===== src/rtl/fetch_pkg.sv =====
// Shared types and constants for the instruction fetch stage.
package fetch_pkg;

    typedef enum logic [1:0] {
        ST_FETCH,
        ST_HOLD,
        ST_HALTED
    } fetch_state_e;

    localparam logic [4:0]  HALT_OPCODE   = 5'b00000;
    localparam logic [15:0] NOP_INSTR_DEF = 16'h0800;
    localparam logic [15:0] RESET_PC_DEF  = 16'h0000;

    typedef struct packed {
        logic [15:0] instr;
        logic [15:0] pc_plus2;
    } fetch_word_t;

    function automatic logic is_halt(input logic [15:0] word);
        return word[15:11] == HALT_OPCODE;
    endfunction

endpackage


===== src/rtl/if_id_latch.sv =====
// IF/ID pipeline register; a flush (bubble) always wins over a load.
module if_id_latch
    import fetch_pkg::*;
#(
    parameter logic [15:0] NOP_INSTR = NOP_INSTR_DEF
) (
    input  logic        clk,
    input  logic        rst,
    input  logic        load_i,
    input  logic        flush_i,
    input  logic [15:0] instr_i,
    input  logic [15:0] pc_plus2_i,
    output logic [15:0] instr_o,
    output logic [15:0] pc_plus2_o,
    output logic        valid_o
);

    logic [15:0] instr_q;
    logic [15:0] pc_plus2_q;
    logic        valid_q;

    always_ff @(posedge clk or negedge rst) begin
        if (!rst) begin
            instr_q    <= NOP_INSTR;
            pc_plus2_q <= 16'h0000;
            valid_q    <= 1'b0;
        end else if (flush_i) begin
            instr_q    <= NOP_INSTR;
            pc_plus2_q <= 16'h0000;
            valid_q    <= 1'b0;
        end else if (load_i) begin
            instr_q    <= instr_i;
            pc_plus2_q <= pc_plus2_i;
            valid_q    <= 1'b1;
        end
    end

    assign instr_o    = instr_q;
    assign pc_plus2_o = pc_plus2_q;
    assign valid_o    = valid_q;

endmodule


===== src/rtl/fetch_stage.sv =====
// Instruction fetch: PC, request FSM with a one-entry skid buffer for stalls,
// HALT / fault stop, and redirect flush feeding the IF/ID register.
module fetch_stage
    import fetch_pkg::*;
#(
    parameter logic [15:0] RESET_PC  = RESET_PC_DEF,
    parameter logic [15:0] NOP_INSTR = NOP_INSTR_DEF
) (
    input  logic        clk,
    input  logic        rst,
    input  logic        stall,
    input  logic        redirect,
    input  logic [15:0] redirect_pc,
    input  logic        imem_ready,
    input  logic [15:0] imem_rdata,
    input  logic        imem_err,
    output logic        imem_req,
    output logic [15:0] imem_addr,
    output logic [15:0] instr_out,
    output logic [15:0] pc_plus2_out,
    output logic        valid_out,
    output logic        halted,
    output logic        err
);

    fetch_state_e state_q, state_d;
    logic [15:0]  pc_q, pc_d;
    fetch_word_t  skid_q, skid_d;
    logic         err_q, err_d;

    logic         ifid_load, ifid_flush;
    fetch_word_t  ifid_word;
    logic [15:0]  pc_inc;

    assign pc_inc = pc_q + 16'd2;

    always_comb begin
        state_d    = state_q;
        pc_d       = pc_q;
        skid_d     = skid_q;
        err_d      = err_q;
        ifid_load  = 1'b0;
        ifid_flush = 1'b0;
        ifid_word  = '{instr: imem_rdata, pc_plus2: pc_inc};

        if (redirect) begin
            // Redirect beats stall, skid contents and any returning word.
            pc_d       = redirect_pc;
            skid_d     = '0;
            ifid_flush = 1'b1;
            state_d    = ST_FETCH;
        end else begin
            unique case (state_q)
                ST_FETCH: begin
                    if (imem_ready && imem_err) begin
                        err_d      = 1'b1;
                        ifid_flush = !stall;
                        state_d    = ST_HALTED;
                    end else if (imem_ready && stall) begin
                        skid_d  = '{instr: imem_rdata, pc_plus2: pc_inc};
                        pc_d    = pc_inc;
                        state_d = ST_HOLD;
                    end else if (imem_ready) begin
                        ifid_load = 1'b1;
                        pc_d      = pc_inc;
                        state_d   = is_halt(imem_rdata) ? ST_HALTED : ST_FETCH;
                    end else if (!stall) begin
                        ifid_flush = 1'b1;
                    end
                end
                ST_HOLD: begin
                    if (!stall) begin
                        ifid_load = 1'b1;
                        ifid_word = skid_q;
                        state_d   = is_halt(skid_q.instr) ? ST_HALTED : ST_FETCH;
                    end
                end
                ST_HALTED: begin
                    ifid_flush = !stall;
                end
                default: state_d = ST_FETCH;
            endcase
        end
    end

    always_ff @(posedge clk or negedge rst) begin
        if (!rst) begin
            state_q <= ST_FETCH;
            pc_q    <= RESET_PC;
            skid_q  <= '0;
            err_q   <= 1'b0;
        end else begin
            state_q <= state_d;
            pc_q    <= pc_d;
            skid_q  <= skid_d;
            err_q   <= err_d;
        end
    end

    if_id_latch #(
        .NOP_INSTR (NOP_INSTR)
    ) u_if_id (
        .clk        (clk),
        .rst        (rst),
        .load_i     (ifid_load),
        .flush_i    (ifid_flush),
        .instr_i    (ifid_word.instr),
        .pc_plus2_i (ifid_word.pc_plus2),
        .instr_o    (instr_out),
        .pc_plus2_o (pc_plus2_out),
        .valid_o    (valid_out)
    );

    assign imem_addr = pc_q;
    assign imem_req  = (state_q == ST_FETCH) && rst;
    assign halted    = (state_q == ST_HALTED);
    assign err       = err_q;

endmodule


===== config.mk =====
export PLATFORM = sky130hd
export DESIGN_NAME = fetch_stage
export DESIGN_NICKNAME = d
export VERILOG_FILES = /design/src/rtl/fetch_pkg.sv /design/src/rtl/if_id_latch.sv /design/src/rtl/fetch_stage.sv
export SDC_FILE = /design/constraint.sdc
export NUM_CORES = 1
export LEC_CHECK = 0
export ABC_AREA = 1
export CORE_MARGIN = 2
export CORE_UTILIZATION = 30
export DETAILED_ROUTE_END_ITERATION = 8
export GPL_TIMING_DRIVEN = 1
export SLEW_MARGIN = 40
export SYNTH_ARGS = -nofsm -noshare
export SYNTH_HDL_FRONTEND = slang
export SYNTH_SLANG_ARGS = --single-unit

===== constraint.sdc =====
create_clock -name clk -period 1.9 [get_ports clk]
set_input_delay 0.57 -clock clk [delete_from_list [all_inputs] [get_ports clk]]
set_output_delay 0.57 -clock clk [all_outputs]
set_load 0.01 [all_outputs]

==> results of run 1 <==
-- logic make-up (layout without fill, tap and decap cells) --
group	count (synthesis)	count (layout)	share of synthesized area (%)
AND/OR/NAND/NOR	235	235	24.86
adder cells (fa/ha/maj)	2	2	0.6034
XOR/XNOR	8	8	1.690
buffers and inverters	72	185	7.785
flip-flops	84	84	50.72
AO/OA/AOI/OAI	110	110	14.33
-- cells in the final DEF, fill, tap and decap left out, drive strengths merged, types with 8 or more instances in the layout --
cell type,instances
buf,36
clkbuf,13
clkdlybuf4s50,79
dfrtp,83
inv,46
nand2,115
nand3,68
nor2,43
o21ai,89
xor2,8
-- cell usage after synthesis (all sizes together) --
cell,number,share of area [%]
o211ai,3,0.54
nor2,43,4.4
inv,46,4.2
o21ai,89,11
a21oi,7,0.84
nand4,6,0.91
o311ai,1,0.21
xor2,8,1.7
dfrtp,83,50
ha,2,0.60
o22ai,1,0.15
a22o,1,0.21
nand2,115,11
dfstp,1,0.63
a31oi,2,0.45
nand3,68,8.5
clkbuf,5,0.45
o21bai,5,0.91
buf,21,3.2
nor3,3,0.36
a22oi,1,0.18
-- flip-flops by register name, summed over array words and instances (netlist names) --
register / count
skid_q: 32
imem_addr: 16
u_if_id.instr_o: 16
u_if_id.pc_plus2_o: 16
state_q: 2
err: 1
u_if_id.valid_o: 1
-- final timing paths --
kind / from / end / slack, ps
max: u_if_id.pc_plus2_o[1] / pc_plus2_out[1] / 50
min: rst / skid_q[23] / 340
max reg2reg: imem_addr[1] / imem_addr[5] / 200
min reg2reg: err / err / 480
max in group asynchronous: rst / imem_addr[7] / 540
min in group clk: err / err / 480
-- stage by stage --
step	hold slack [ps]	total power, mW	util, %
after floorplan	274.4	2.485	-
after global placement	462.0	2.946	40.12
after detailed placement	466.8	2.955	40.12
after CTS	353.2	4.779	42.77
after global routing	379.8	4.978	42.97
final	340.9	4.726	42.97
-- layer usage --
layer	vias to the layer above	share of wire, %	routed length (um)	GRT usage [%]
li1	1909	-	-	-
met1	1742	48	5532	23.22
met2	102	44	5066	24.82
met3	12	6.0	684	4.494
met4	0	1.2	138	4.957
met5	-	0	0	0
-- power by group --
part / switching (mW) / leakage (nW) / total [mW] / internal (mW)
clock: 0.710 / 0.140 / 1.77 / 1.06
combinational: 0.509 / 1.45 / 0.926 / 0.417
sequential: 0.0970 / 1.09 / 2.03 / 1.93
-- what timing repair did --
item | CTS | global route
gates resized for setup | 14 | 6
endpoints found under the setup margin | 14 | 5
setup buffers | 8 | 1
pin swaps | 0 | 1
-- final cells by class --
| cell class | instances | area, um2 |
|---|---|---|
| Fill cell | 1356 | 7612 |
| Timing Repair Buffer | 123 | 1210 |
| Clock inverter | 3 | 46.29 |
| Tap cell | 176 | 220.2 |
| Clock buffer | 13 | 250.2 |
| Inverter | 46 | 172.7 |
| Multi-Input combinational cell | 355 | 1725 |
| Sequential cell | 84 | 2111 |
==> key figures, run 1 <==
Status
  • Outcome: finished clean

STA
  • Peak Freq: 541.3 MHz
  • Final hold violations: 0
  • Slew headroom: 63.21%
  • Finish-stage setup viols: 0
  • Crit share post-route: 97.22%
  • Least-Margin Pin Slew: 551.9 ps
  • Minimum clock period after layout: 1847 ps
  • Max-slew violation count: 0
  • Post-Route Setup TNS: 0 ps
  • Setup ws final: 52.74 ps
  • Clk_skew: 7.612 ps

Setup path
  • Crit path depth: 1
  • Crit path kind: flop to output port
  • Bufs and invs on worst path: 1
  • Crit start category: flop
  • Worst R2R Path Depth: 8
  • Crit-path slowest cell: clkdlybuf4s50_1
  • Worst-path cell chain: clkdlybuf4s50_1
  • Worst EP required: 1330 ps
  • CP endpoint kind: output port
  • Worst path top cell family by delay: buffers and inverters
  • CP peak stage delay: 550 ps
  • Max Fanout on Critical Path: 2
  • Worst path arrival time: 1280 ps

Clock tree
  • Hold_buf cts: 0
  • Clock Path Buffers: 2
  • TritonCTS Buffers: 9
  • CTS tree: done
  • Skew-Pair Late Insertion Delay: 340 ps
  • H-tree levels: 3
  • Clock transition at the registers of the reported paths: 60 ps
  • Clock Sinks: 84
  • CTS Root Cell: clkbuf_16

Die
  • Die width: 121.6 um
  • Core Footprint: 13350 um2
  • Rows: 42
  • Die height: 121.6 um
  • Die ar.: 14780 um2
  • Number of top-level pins: 90
  • Initial Utilization: 31.06%

Cells and area
  • Layout cell share with drive strength beyond 1: 11.86%
  • Design Area, Final: 5736 um2
  • Antenna diodes: 0
  • Finished Layout Cells: 800
  • Final nets: 659
  • Area grow syn2layout: 38.32%

Power
  • Pleak: 2.681 nW
  • Power per standard cell area: 824.0 nW/um2
  • Max rail drop VDD: 367.5 uV

Route
  • Vias: 3765
  • Post-route antenna net violation count: 0
  • DRC Markers: 0
  • 1st-pass router iterations: 4
  • Final WL: 11.42 mm
  • Post-DR vias/cell: 4.706
  • Avg WL per Cell: 14.28 um
  • Number of DRC markers in iteration 0: 173

Global route
  • Vias in the first global route: 3743
  • First-pass GRT wire length: 18.87 mm
  • GRT overflow: 0
  • Largest net degree at the start of global routing: 44
  • Initial antenna violation count: 0
  • Overall routing resource usage: 16.48%

Run
  • Max cap viols: 0

Synthesis
  • FF+latch count, synth: 84
  • Cell Area, Synth: 4146 um2
  • Distinct cells, synth: 32
  • Syn Inst Count: 511
  • Yosys warns: 0
  • Sequential area share after synthesis: 50.72%
  • Synthesized area per cell: 8.114 um2
  • Mapped Nets: 551

Place
  • Placed cell areas: 5355 um2
  • Post-Place Worst Slack: -184.9 ps
  • Post-DP HPWL: 8.185 mm
  • RePlAce Congestion: 0.8018
  • Dpl cells: 775
  • Port Buffers: 89

Min path
  • HP Class: input pin to asynchronous set/reset pin
Note: power is estimated with default switching activity, not from simulation.
==> run 2, diff against run 1 <==
MAX_ROUTING_LAYER = met4   (was default)
SKIP_CTS_REPAIR_TIMING = 1   (was default)
SYNTH_HIERARCHICAL = 1   (was default)
==> run 2 against run 1 <==
Area after synthesis rose by 1.7%. Die area is 1.6% higher. Combinational power shrank 7.0%. Largest cell class unchanged. Clock skew barely moved. Highest routed layer unchanged. Synthesized cell count up 4.3%.
==> key figures, run 2 <==
Status
  • Outcome: finished clean

Clock tree
  • Clock Sinks: 84 (unchanged)
  • TritonCTS Buffers: 9 (unchanged)
  • CTS Root Cell: clkbuf_16
  • Clock transition at the registers of the reported paths: 60 ps (about the same)
  • Clock Path Buffers: 2 (unchanged)
  • CTS tree: done
  • Skew-Pair Late Insertion Delay: 330 ps (about the same)
  • H-tree levels: 3 (unchanged)

Power
  • Sequential share of power: 43.8% (+0.8 points)
  • Clock power frac: 37.5% (about the same)
  • Max rail drop VDD: 340.0 uV (-7.5%)
  • Comb pwr share: 18.7% (-0.9 points)
  • Pleak: 2.881 nW (+7.5%)
  • NetSw: 1.264 mW (-4.0%)
  • Net Sw Frac: 27.44% (-0.42 points)
  • Power per standard cell area: 790.7 nW/um2 (-4.0%)
  • Int Power: 3.342 mW (-2.0%)

Global route
  • Global routing usage on met1: 23.86% (+0.64 points)
  • Vias in the first global route: 3611 (-3.5%)
  • Initial antenna violation count: 0 (unchanged)
  • GRT met3 Usage: 2.881% (-1.6 points)
  • Largest net degree at the start of global routing: 44 (unchanged)
  • Met2 Use GR: 23.58% (-1.2 points)
  • GRT overflow: 0 (unchanged)
  • First-pass GRT wire length: 18.57 mm (-1.6%)
  • Gr busiest metal: met1
  • Overall routing resource usage: 16.47% (about the same)

STA
  • Peak Freq: 538.6 MHz (-0.50%)
  • RSZ-0062 raised after global routing: false
  • Crit share post-route: 97.72% (+0.49 points)
  • Slew headroom: 64.08% (+0.87 points)
  • Finish-stage setup viols: 0 (unchanged)
  • Least-Margin Pin Slew: 538.8 ps (-13.07 ps)
  • Final hold violations: 0 (unchanged)
  • Minimum clock period after layout: 1857 ps (+9.344 ps)
  • Setup ws final: 43.40 ps (-9.344 ps)
  • Max-slew violation count: 0 (unchanged)
  • Clk_skew: 8.093 ps (+0.4804 ps)

Place
  • RePlAce Congestion: 0.8435 (+5.2%)
  • Post-Place Worst Slack: -310.7 ps (-125.8 ps)
  • Post-DP HPWL: 8.708 mm (+6.4%)
  • Port Buffers: 89 (unchanged)

Die
  • Die height: 122.6 um (+0.81%)
  • Die ar.: 15020 um2 (+1.6%)
  • Core Footprint: 13830 um2 (+3.6%)
  • Rows: 43 (+2.4%)
  • Die width: 122.6 um (+0.81%)
  • Initial Utilization: 30.49% (-0.57 points)
  • Number of top-level pins: 90 (unchanged)

Synthesis
  • Ys async rst share: 100.0% (unchanged)
  • FF+latch count, synth: 84 (unchanged)
  • Cell with the most instances after synthesis: nand2_1
  • Post-synth EDFFs: 0 (unchanged)
  • Post-synth top cells: nand2_1, dfrtp_1, nand3_1
  • Yosys warns: 6 (+6)
  • Distinct cells, synth: 30 (-6.3%)
  • Synth area leaders: dfrtp_1, nand2_1, nand3_1
  • Cell Area, Synth: 4217 um2 (+1.7%)
  • Mapped Nets: 572 (+3.8%)
  • Synth area leader: dfrtp_1
  • Synthesized area per cell: 7.911 um2 (-2.5%)
  • Primary FF master, synth: dfrtp_1
  • Sequential area share after synthesis: 49.88% (-0.84 points)
  • Top-area cell type share of the netlist area: 49.26% (-0.83 points)
  • Syn Inst Count: 533 (+4.3%)

Setup path
  • Crit-path slowest cell: clkdlybuf4s50_1
  • Crit path kind: flop to output port
  • Worst path arrival time: 1290 ps (about the same)
  • Max Fanout on Critical Path: 5 (+3)
  • Worst-path cell chain: clkdlybuf4s50_1
  • Worst EP required: 1330 ps (about the same)
  • CP endpoint kind: output port
  • Bufs and invs on worst path: 1 (unchanged)
  • Crit start category: flop
  • CP peak stage delay: 550 ps (about the same)
  • Worst path top cell family by delay: buffers and inverters

Route
  • Avg WL per Cell: 14.04 um (-1.7%)
  • Number of DRC markers in iteration 0: 219 (+27%)
  • Post-route antenna net violation count: 0 (unchanged)
  • Final WL: 11.57 mm (+1.3%)
  • Vias: 3858 (+2.5%)
  • 1st-pass router iterations: 6 (+2)
  • Post-DR vias/cell: 4.682 (-0.51%)
  • DRC Markers: 0 (unchanged)

Cells and area
  • Antenna diodes: 0 (unchanged)
  • Final nets: 679 (+3.0%)
  • Max reg flops: 32 (unchanged)
  • Most frequent cells in the layout: nand2_1, dfrtp_1, clkdlybuf4s50_1, nand3_1, inv_1
  • # fillers: 1362 (+0.44%)
  • Layout cell share with drive strength beyond 1: 13.66% (+1.8 points)
  • Reg with most FFs: skid_q
  • Core Util, Final: 42.13% (-0.84 points)
  • Commonest non-fill, non-tap cell in the layout: nand2_1
  • Area grow syn2layout: 38.16%

Run
  • Max cap viols: 0 (unchanged)

Min path
  • HP Class: input pin to asynchronous set/reset pin
[run 2: worst paths after layout]
path	startpoint	to	slack [ps]	cells after the start
setup reg to reg	imem_addr[2]	u_if_id/pc_plus2_o[7]	250	7
hold / removal	rst	u_if_id/pc_plus2_o[3]	340	2
min in group clk	u_if_id/pc_plus2_o[2]	u_if_id/pc_plus2_o[2]	470	2
max in group asynchronous	rst	imem_addr[6]	590	3
setup / recovery	imem_addr[8]	imem_addr[8]	40	1
hold reg to reg	u_if_id/pc_plus2_o[2]	u_if_id/pc_plus2_o[2]	470	2
[run 2: logic make-up after synthesis]
group	count (synthesis)	share of synthesized area [%]
adder cells (fa/ha/maj)	1	0.2967
flip-flops	84	49.88
XOR/XNOR	7	1.454
AO/OA/AOI/OAI	80	10.95
buffers and inverters	67	7.923
AND/OR/NAND/NOR	294	29.50
[run 2: layout make-up]
class / count / area [um2] / share of cell area (%)
inverters: 41 / 156.4 / 2.685
well taps: 180 / 225.2 / 3.866
clock buffers: 11 / 242.7 / 4.167
flip-flops and latches: 84 / 2116 / 36.32
repair buffers: 122 / 1249 / 21.43
multi-input cells: 382 / 1787 / 30.67
clock inverters: 4 / 50.05 / 0.8591
[run 2: metal layers]
layer	share of wire (%)	vias to the layer above
met2	43	119
met5	0	-
met1	49	1796
met4	1.8	0
li1	-	1927
met3	5.8	16
[run 2: power groups by stage]
stage | Combinational [mW] | Clock, mW | Sequential [mW]
2_1_floorplan | 0.407 | 0 | 2.05
3_3_place_gp | 0.849 | 0 | 2.05
3_5_place_dp | 0.859 | 0 | 2.05
4_1_cts | 0.863 | 1.76 | 2.01
5_1_grt | 0.957 | 1.83 | 2.03
6_report | 0.861 | 1.73 | 2.02
[run 2: through the flow]
| step | TNS, ps | instance area (um2) | cells | power (mW) | hold slack, ps |
|---|---|---|---|---|---|
| 2_1_floorplan | 0 | 4217 | 533 | 2.455 | 274.4 |
| 3_3_place_gp | -11430 | 5458 | 807 | 2.895 | 456.2 |
| 3_5_place_dp | -13420 | 5458 | 807 | 2.905 | 459.0 |
| 4_1_cts | -881.6 | 5751 | 822 | 4.642 | 361.7 |
| 5_1_grt | 0 | 5826 | 824 | 4.821 | 388.9 |
| 6_report | 0 | 5826 | 824 | 4.606 | 338.9 |
